===== src/rtl/rl_pkg.sv =====
// rtl/rl_pkg.sv - shared types and constants for the action selector slice
package rl_pkg;

    localparam int Q_WIDTH   = 16;
    localparam int N_ACTIONS = 16;
    localparam int ACT_W     = 4;
    localparam logic [15:0] LFSR_SEED = 16'hACE1;

    typedef enum logic [1:0] {
        IDLE = 2'd0,
        SCAN = 2'd1,
        DONE = 2'd2
    } state_t;

    // Fibonacci LFSR, taps 16,14,13,11, shifting toward the MSB
    function automatic logic [15:0] lfsr_next(input logic [15:0] s);
        return {s[14:0], s[15] ^ s[13] ^ s[12] ^ s[10]};
    endfunction

endpackage


===== src/rtl/action_selector_if.sv =====
// rtl/action_selector_if.sv - request, Q-table read and result signals of the action selector
interface action_selector_if #(
    parameter int Q_WIDTH   = 16,
    parameter int EPS_WIDTH = 8
);
    import rl_pkg::*;

    logic                        start;
    logic [EPS_WIDTH-1:0]        epsilon;
    logic [ACT_W-1:0]            q_addr;
    logic signed [Q_WIDTH-1:0]   q_data;
    logic                        busy;
    logic [ACT_W-1:0]            at;
    logic                        at_valid;
    logic                        explored;

    modport master (
        output start, epsilon, q_data,
        input  q_addr, busy, at, at_valid, explored
    );

    modport slave (
        input  start, epsilon, q_data,
        output q_addr, busy, at, at_valid, explored
    );

endinterface


===== src/rtl/rl_lfsr16.sv =====
// rtl/rl_lfsr16.sv - 16-bit Fibonacci LFSR, loads SEED on reset
module rl_lfsr16 #(
    parameter logic [15:0] SEED = rl_pkg::LFSR_SEED
) (
    input  logic        clk,
    input  logic        rst_n,
    input  logic        enable,
    output logic [15:0] state
);
    import rl_pkg::*;

    always_ff @(posedge clk or negedge rst_n) begin
        if (!rst_n) begin
            state <= SEED;
        end else if (enable) begin
            state <= lfsr_next(state);
        end
    end

endmodule


===== src/rtl/action_selector.sv =====
// rtl/action_selector.sv - greedy argmax over a 16-entry Q row; epsilon exploration under ACTION_SELECTOR_EXPLORE_EN
module action_selector #(
    parameter int Q_WIDTH   = rl_pkg::Q_WIDTH,
    parameter int N_ACTIONS = rl_pkg::N_ACTIONS,
    parameter int EPS_WIDTH = 8
) (
    input  logic clk,
    input  logic rst_n,
    action_selector_if.slave bus
);
    import rl_pkg::*;

    state_t                     state;
    logic [4:0]                 cnt;
    logic [ACT_W-1:0]           q_addr_r;
    logic signed [Q_WIDTH-1:0]  max_q;
    logic [ACT_W-1:0]           max_idx;
    logic signed [Q_WIDTH-1:0]  nxt_max;
    logic [ACT_W-1:0]           nxt_idx;
    logic signed [Q_WIDTH-1:0]  q_s;
    logic [ACT_W-1:0]           at_r;
    logic                       at_valid_r;
    logic                       explored_r;
    logic                       busy_r;
    logic                       hit;
    logic [ACT_W-1:0]           hit_act;
    logic                       accept;

    assign q_s    = bus.q_data;
    assign accept = (state == IDLE) && bus.start;

    // cnt=1 carries index 0: seed the running max from data, never from a constant
    always_comb begin
        nxt_max = max_q;
        nxt_idx = max_idx;
        if (cnt == 5'd1) begin
            nxt_max = q_s;
            nxt_idx = '0;
        end else if (q_s > max_q) begin
            nxt_max = q_s;
            nxt_idx = ACT_W'(cnt - 5'd1);
        end
    end

    always_ff @(posedge clk or negedge rst_n) begin
        if (!rst_n) begin
            state      <= IDLE;
            cnt        <= '0;
            q_addr_r   <= '0;
            max_q      <= '0;
            max_idx    <= '0;
            at_r       <= '0;
            at_valid_r <= 1'b0;
            explored_r <= 1'b0;
            busy_r     <= 1'b0;
        end else begin
            at_valid_r <= 1'b0;
            explored_r <= 1'b0;
            case (state)
                IDLE: begin
                    if (bus.start) begin
                        state    <= SCAN;
                        busy_r   <= 1'b1;
                        cnt      <= '0;
                        q_addr_r <= '0;
                    end
                end
                SCAN: begin
                    cnt      <= cnt + 5'd1;
                    q_addr_r <= (cnt < 5'(N_ACTIONS - 1)) ? ACT_W'(cnt + 5'd1) : '0;
                    if (cnt != 5'd0) begin
                        max_q   <= nxt_max;
                        max_idx <= nxt_idx;
                    end
                    if (cnt == 5'(N_ACTIONS)) begin
                        state      <= DONE;
                        at_valid_r <= 1'b1;
                        at_r       <= hit ? hit_act : nxt_idx;
                        explored_r <= hit;
                    end
                end
                DONE: begin
                    state  <= IDLE;
                    busy_r <= 1'b0;
                end
                default: state <= IDLE;
            endcase
        end
    end

`ifdef ACTION_SELECTOR_EXPLORE_EN
    logic [15:0] lfsr;

    rl_lfsr16 #(.SEED(LFSR_SEED)) u_lfsr (
        .clk    (clk),
        .rst_n  (rst_n),
        .enable (1'b1),
        .state  (lfsr)
    );

    // exploration decision and random action are frozen at accept
    always_ff @(posedge clk or negedge rst_n) begin
        if (!rst_n) begin
            hit     <= 1'b0;
            hit_act <= '0;
        end else if (accept) begin
            hit     <= EPS_WIDTH'(lfsr[7:0]) < bus.epsilon;
            hit_act <= lfsr[11:8];
        end
    end
`else
    logic [EPS_WIDTH-1:0] unused_eps;
    logic                 unused_accept;

    assign unused_eps    = bus.epsilon;
    assign unused_accept = accept;
    assign hit           = 1'b0;
    assign hit_act       = '0;
`endif

    assign bus.q_addr   = q_addr_r;
    assign bus.at       = at_r;
    assign bus.at_valid = at_valid_r;
    assign bus.explored = explored_r;
    assign bus.busy     = busy_r;

endmodule


===== src/flat_wrapper.sv =====
// flat-port wrapper written by rule: the top's interface ports become plain ports
module action_selector_flat import rl_pkg::*;
#(
    parameter int Q_WIDTH   = rl_pkg::Q_WIDTH,
    parameter int N_ACTIONS = rl_pkg::N_ACTIONS,
    parameter int EPS_WIDTH = 8
)
  (clk, rst_n, bus_start, bus_epsilon, bus_q_data, bus_q_addr, bus_busy, bus_at, bus_at_valid, bus_explored);
  action_selector_if #(.Q_WIDTH(Q_WIDTH), .EPS_WIDTH(EPS_WIDTH)) bus_i ();
  input  logic clk;
  input  logic rst_n;
  input wire logic [$bits(bus_i.start)-1:0] bus_start;
  input wire logic [$bits(bus_i.epsilon)-1:0] bus_epsilon;
  input wire logic [$bits(bus_i.q_data)-1:0] bus_q_data;
  output wire logic [$bits(bus_i.q_addr)-1:0] bus_q_addr;
  output wire logic [$bits(bus_i.busy)-1:0] bus_busy;
  output wire logic [$bits(bus_i.at)-1:0] bus_at;
  output wire logic [$bits(bus_i.at_valid)-1:0] bus_at_valid;
  output wire logic [$bits(bus_i.explored)-1:0] bus_explored;
  assign bus_i.start = bus_start;
  assign bus_i.epsilon = bus_epsilon;
  assign bus_i.q_data = bus_q_data;
  assign bus_q_addr = bus_i.q_addr;
  assign bus_busy = bus_i.busy;
  assign bus_at = bus_i.at;
  assign bus_at_valid = bus_i.at_valid;
  assign bus_explored = bus_i.explored;
  action_selector #(.Q_WIDTH(Q_WIDTH), .N_ACTIONS(N_ACTIONS), .EPS_WIDTH(EPS_WIDTH)) u_core (.clk(clk), .rst_n(rst_n), .bus(bus_i));
endmodule

===== config.mk =====
export PLATFORM = sky130hd
export DESIGN_NAME = action_selector_flat
export DESIGN_NICKNAME = d
export VERILOG_FILES = /design/src/rtl/rl_pkg.sv /design/src/rtl/action_selector_if.sv /design/src/rtl/rl_lfsr16.sv /design/src/rtl/action_selector.sv /design/src/flat_wrapper.sv
export SDC_FILE = /design/constraint.sdc
export NUM_CORES = 1
export LEC_CHECK = 0
export ABC_AREA = 1
export BUFFER_PORTS_ARGS = -buffer_cell sky130_fd_sc_hd__buf_2
export CORE_MARGIN = 2
export CORE_UTILIZATION = 25
export CTS_BUF_LIST = sky130_fd_sc_hd__clkbuf_2
export DETAILED_ROUTE_END_ITERATION = 6
export SLEW_MARGIN = 20
export SYNTH_ARGS = -nofsm -noshare
export SYNTH_HDL_FRONTEND = slang
export SYNTH_SLANG_ARGS = --single-unit

===== constraint.sdc =====
create_clock -name clk -period 1.91 [get_ports clk]
set_input_delay 0.382 -clock clk [delete_from_list [all_inputs] [get_ports clk]]
set_output_delay 0.382 -clock clk [all_outputs]
set_load 0.02 [all_outputs]

==> results.tsv, run 1 <==
metric	value	unit
drc_errors	0	
synth_nets	308	
powerDensity	1880	nW/um^2
layout.nets	361	
track_usage	0.111	
antenna_found_initial	0	
synth.largest_area_cell	dfrtp_1	
routed_wl	5250	um
status	finished clean	
final_cells	420	
start_util	0.260	
yosysWarnings	0	
r2r-end	u_core.max_q[6]$_DFFE_PN0P_	
clk_latency	400	ps
rrSetupSlack	20	ps
vias_per_cell	4.49	
gp_congestion	0.846	
synth.distinct_cells	27	
syn_inst	261	
slew_violations	0	
yosys-top-cells-area	dfrtp_1 43%, nand2_1 12%, ha_1 12%	
path_clk_slew	210	ps
synth-seq-cells	37	
rows	33	
reg2reg_from	u_core.max_q[9]$_DFFE_PN0P_	
synth_top_area_frac	0.428	
drt_iter0_drc	93	
htreeDepth	2	
clock-sinks	37	
cap_violations	0	
overflow	0	
grt_max_degree	21	
dp_hpwl	3650	um
drive_above_1_share	0.356	
wl_per_cell	12.5	um
rsz0062_at_grt	true	
coreArea	8300	um^2
cts_tree	built	
path_class	register to register	
hp-start	bus_q_data[14]	
antenna_left	0	
post-route-period-util	0.989	
die_h	97.0	um
syn_area_per_cell	8.28	um^2
start_kind	register	
ioPinCount	38	
cts_buffers	5	
vias	1887	
portBuffers	28	
die_x	97.0	um
die_area	9400	um^2
clock.fmax	529	MHz
dpl.cell_count	400	
finalSetupViolations	0	
peakVddDrop	655	uV
ys_seq_area_frac	0.428	
cts_buffer_depth	2	
end_kind	register	
hold_end	u_core.max_q[14]$_DFFE_PN0P_	
drtPass1Iterations	4	
grt_first_pass_wirelength	8760	um
reg2reg_depth	14	
grt_pass1_vias	1947	
finalCriticalPeriod	1890	ps
syn_to_final_growth	33.1	%
min_path_type	input pin to register	
antenna_cells	0	
cts_root_buf	clkbuf_2	
p_leak	1.45	nW
cp_max_fo	15	
syn_area	2160	um^2
finalHoldViolations	0	
fin_skew	17.6	ps
hold_ws	223	ps
critPathRequiredTime	2270	ps
worstPathArrival	2250	ps
worstHoldPathCells	3	
worst max-delay path, cell delays in order (launching register included):
cell and delay, ps:
dfrtp_1 420, inv_1 90, ha_4 200, nand2_1 60
nand2_1 40, nand3_1 60, nand2_1 70, a21oi_2 190
nand2_2 70, nand2_2 100, nand3_4 90, nand2_4 130
buf_12 160, nand3_1 80, nand2_1 70
where the power goes:
group          switching [mW]  internal [mW]  leakage, nW
registers               0.239           1.17        0.450
logic                    2.07           1.42        0.965
clock network           0.298          0.223       0.0392
total                    2.60           2.82         1.45
cells in the final DEF, fill, tap and decap left out, drive strengths merged:
| cell | count |
|---|---|
| clkinv | 1 |
| nor3 | 1 |
| inv | 32 |
| dfrtp | 37 |
| nand3 | 36 |
| conb | 1 |
| o21ai | 10 |
| o31ai | 2 |
| dlygate4sd3 | 1 |
| a21o | 1 |
| o22ai | 1 |
| bufinv | 1 |
| ha | 20 |
| xor2 | 2 |
| clkinvlp | 2 |
| nor2 | 10 |
| a21oi | 8 |
| nand4 | 8 |
| clkbuf | 5 |
| buf | 52 |
| nand2 | 84 |
timing repair:
action,4_1_cts,5_1_grt
hold buffers,1,0
setup endpoints to repair,23,24
setup buffers,2,8
gates cloned,0,1
endpoints found under the hold margin,12,0
pin swaps,3,8
resized for setup,10,31
stage by stage:
stage | util | setup TNS, ps | setup slack [ps] | power [mW] | instance area (um^2)
2_1_floorplan | - | 0 | 34.5 | 3.54 | 2160
3_3_place_gp | 0.298 | -2150 | -118 | 4.10 | 2470
3_5_place_dp | 0.298 | -3150 | -159 | 4.18 | 2470
4_1_cts | 0.317 | -5.32 | -5.32 | 4.92 | 2630
5_1_grt | 0.347 | -2030 | -131 | 6.00 | 2880
6_report | 0.347 | 0 | 20.3 | 5.42 | 2880
final cells by class:
| type | count | area [um^2] |
|---|---|---|
| inverter | 33 | 128 |
| tap | 105 | 131 |
| clock buffer | 5 | 25.0 |
| timing repair buffer | 53 | 347 |
| multi-input combinational | 184 | 1270 |
| fill | 858 | 5420 |
| sequential | 37 | 926 |
| clock inverter | 3 | 46.3 |
worst max path at each step:
stage / from / to / slack (ps)
final: u_core.max_q[9]$_DFFE_PN0P_ / u_core.max_q[6]$_DFFE_PN0P_ / 20
after global routing: u_core.max_q[7]$_DFFE_PN0P_ / u_core.bus.at[1]$_DFFE_PN0P_ / -130
after CTS: u_core.max_q[9]$_DFFE_PN0P_ / u_core.bus.at[1]$_DFFE_PN0P_ / -5
after detailed placement: bus_q_data[11] / u_core.max_idx[3]$_DFFE_PN0P_ / -160
after global placement: bus_q_data[15] / u_core.max_idx[3]$_DFFE_PN0P_ / -120
after floorplan: bus_q_data[15] / u_core.max_q[0]$_DFFE_PN0P_ / 30
cell usage after synthesis:
cell type and instances:
nand2_1 70, dfrtp_1 37, nand3_1 34, inv_1 33, ha_1 20, nand2_2 11, nor2_1 10, nand4_1 8
o21ai_0 8, a21oi_1 7, buf_2 2, buf_4 2, clkbuf_1 2, nand2_4 2, o31ai_1 2, xor2_1 2
a21o_1 1, a21oi_2 1, buf_12 1, buf_6 1, conb_1 1, nand3_2 1, nand3_4 1, nor3_2 1
o21ai_1 1, o21ai_2 1, o22ai_1 1
logic make-up after synthesis:
logic type	Yosys count	share of synthesized area
AO/OA/AOI/OAI	22	0.0585
adder cells (fa/ha/maj)	20	0.116
flip-flops	37	0.428
XOR/XNOR	2	0.00811
other	1	0.00174
buffers and inverters	41	0.0869
AND/OR/NAND/NOR	138	0.301
flip-flops by register name, indices dropped and copies added, names as in the netlist:
register,count
u_core.bus.q_addr,4
u_core.state,2
u_core.cnt,5
u_core.bus.busy,1
u_core.bus.at_valid,1
u_core.max_q,16
u_core.bus.at,4
u_core.max_idx,4
per-layer routing:
| metal | vias up | track usage | wire length, um |
|---|---|---|---|
| li1 | 951 | - | - |
| met1 | 891 | 0.136 | 2430 |
| met2 | 38 | 0.190 | 2540 |
| met3 | 7 | 0.0347 | 242 |
| met4 | 0 | 0.0303 | 35 |
| met5 | - | 0 | 0 |
Note: power is estimated with default switching activity, not from simulation.
==> run 2, diff against run 1 <==
Settings changed: CELL_PAD_IN_SITES_DETAIL_PLACEMENT from default to 1, CELL_PAD_IN_SITES_GLOBAL_PLACEMENT from default to 1, PLACE_DENSITY_LB_ADDON from default to 0.1, SETUP_SLACK_MARGIN from default to 0.1.
==> run 2 against run 1 <==
  * Global-route usage grew 1.2 points
  * Count of clock-buffer cells in the layout up 1
  * Utilization rose by 1.2 points
  * Non-clock buffer count up 9
  * Via count up 2.4%
  * Sequential power hardly changed
  * First-iteration DRC count decreased by 68%
==> results.tsv, run 2 (synthesis results as in run 1) <==
metric	value	unit	change
fin_skew	13.3	ps	-4.33 ps
crit_path_max_incr_delay	410	ps	about the same
end_kind	register		
drtPass1Iterations	4		unchanged
dpl_cell_area	2710	um^2	+9.6%
cellInternalPower	2.91	mW	+3.3%
clockPowerShare	0.093		-0.003
antenna_cells	0		unchanged
power_frac_comb	0.653		+0.010
track_usage	0.123		+0.0115
rsz0062_at_grt	true		
path_clk_slew	200	ps	about the same
seq_power_share	0.254		-0.007
reg2reg_from	u_core.max_q[11]$_DFFE_PN0P_		
die_x	97.0	um	unchanged
clock.fmax	528	MHz	-0.14%
swShare	0.480		-0.000574
rows	33		unchanged
final_core_util	0.358		+0.0116
clk_latency	410	ps	about the same
cap_violations	0		unchanged
coreArea	8300	um^2	unchanged
antenna_left	0		unchanged
peakVddDrop	692	uV	+5.7%
drc_errors	0		unchanged
die_area	9400	um^2	unchanged
start_kind	register		
crit_top_cell	nand2_2		
grt_max_degree	21		unchanged
cts_tree	built		
total_power	5.59	mW	+3.2%
cts_buffer_depth	2		unchanged
status	finished clean		
gp_congestion	0.796		-6.0%
antenna_found_initial	0		unchanged
drive_above_1_share	0.370		+0.0148
dpl.cell_count	415		+3.8%
dp_hpwl	4140	um	+14%
powerDensity	1880	nW/um^2	-0.18%
cts_root_buf	clkbuf_2		
top_regs	u_core.max_q (16), u_core.cnt (5)		
routed_wl	5630	um	+7.2%
cts_buffers	5		unchanged
critical_path.startpoint	u_core.max_q[11]$_DFFE_PN0P_		
drt_iter0_drc	30		-68%
most-common-layout-cells	57 x nand2_1, 37 x dfrtp_1, 31 x inv_1		
grt_first_pass_wirelength	9450	um	+8.0%
cp_slowest_cell	dfrtp_1		
cp_max_fo	5		-10
die_h	97.0	um	unchanged
p_leak	1.52	nW	+4.7%
top_register	u_core.max_q		
htreeDepth	2		unchanged
grt_pass1_vias	2033		+4.4%
post-route-period-util	0.991		+0.00136
critPathRequiredTime	2230	ps	-40 ps
vias	1932		+2.4%
finalSetupViolations	0		unchanged
path_class	register to register		
slew_violations	0		unchanged
syn_to_final_growth	37.6	%	
fin_area	2970	um^2	+3.3%
portBuffers	28		unchanged
layout.nets	370		+2.5%
start_util	0.260		unchanged
p_sw	2.68	mW	+3.0%
worstPathArrival	2220	ps	-30 ps
mostFrequentLayoutCell	nand2_1		
hp-start	bus_q_data[12]		
finalHoldViolations	0		unchanged
largest_reg_flops	16		unchanged
overflow	0		unchanged
min_path_type	input pin to register		
final_cells	429		+2.1%
finalCriticalPeriod	1890	ps	+2.59 ps
clock-sinks	37		unchanged
cp_cell_sequence	inv_2, ha_4, nand4_1, nor3_4, nand2_2, nand2_2, nand2_2, nand3_4, nand2_8, clkbuf_16, nand3_1, nand2_1		
vias_per_cell	4.50		+0.24%
wl_per_cell	13.1	um	+4.9%
ioPinCount	38		unchanged
run 2: final timing paths:
path | to | slack (ps) | cells after the start
max | u_core.max_q[7]$_DFFE_PN0P_ | 20 | 12
min | u_core.max_q[12]$_DFFE_PN0P_ | 210 | 3
max reg2reg | u_core.max_q[7]$_DFFE_PN0P_ | 20 | 12
min reg2reg | u_core.max_q[3]$_DFFE_PN0P_ | 500 | 2
max in group asynchronous | u_core.max_q[5]$_DFFE_PN0P_ | 1010 | 3
min in group asynchronous | u_core.max_q[1]$_DFFE_PN0P_ | 440 | 2
run 2: cell type report:
type                    count  area [um^2]
fillers                  1000         5330
multi-input cells         184         1280
flip-flops and latches     37          926
repair buffers             62          443
well taps                 105          131
inverters                  33          124
clock inverters             2         38.8
clock buffers               6         30.0
run 2: per-layer routing:
| metal | GRT usage | part of all wire | vias up |
|---|---|---|---|
| li1 | - | - | 976 |
| met1 | 0.162 | 0.47 | 929 |
| met2 | 0.204 | 0.49 | 20 |
| met3 | 0.0231 | 0.025 | 7 |
| met4 | 0.0390 | 0.015 | 0 |
| met5 | 0 | 0 | - |
run 2: worst max-delay path: cells and delay by family (launching register included):
kind,cells,cell delay [ps]
AND/OR/NAND/NOR,9,920
buffers and inverters,2,230
flip-flops,1,410
adder cells (fa/ha/maj),1,270
run 2: power groups by stage:
stage | combinational (mW) | clock (mW) | sequential, mW
after global routing | 4.19 | 0.579 | 1.47
after floorplan | 2.15 | 0 | 1.49
after CTS | 3.33 | 0.559 | 1.41
after detailed placement | 3.10 | 0 | 1.43
after global placement | 3.04 | 0 | 1.42
final | 3.65 | 0.523 | 1.42
run 2: repair_timing:
item | CTS | global route
endpoints found under the setup margin | 24 | 24
buffers inserted | 1 | 2
pin swaps | 5 | 2
cloned | 0 | 2
resized for setup | 17 | 15
endpoints found under the hold margin | 17 | 0
hold buffers | 1 | 0
run 2: per-stage QoR:
step / worst slack [ps] / hold WS [ps] / setup TNS, ps
finish: 17.8 / 215 / 0
global route: -129 / 189 / -2540
CTS: 18.7 / 193 / 0
detailed placement: -136 / 382 / -2580
global placement: -99.4 / 379 / -1820
floorplan: 101 / 86.4 / 0
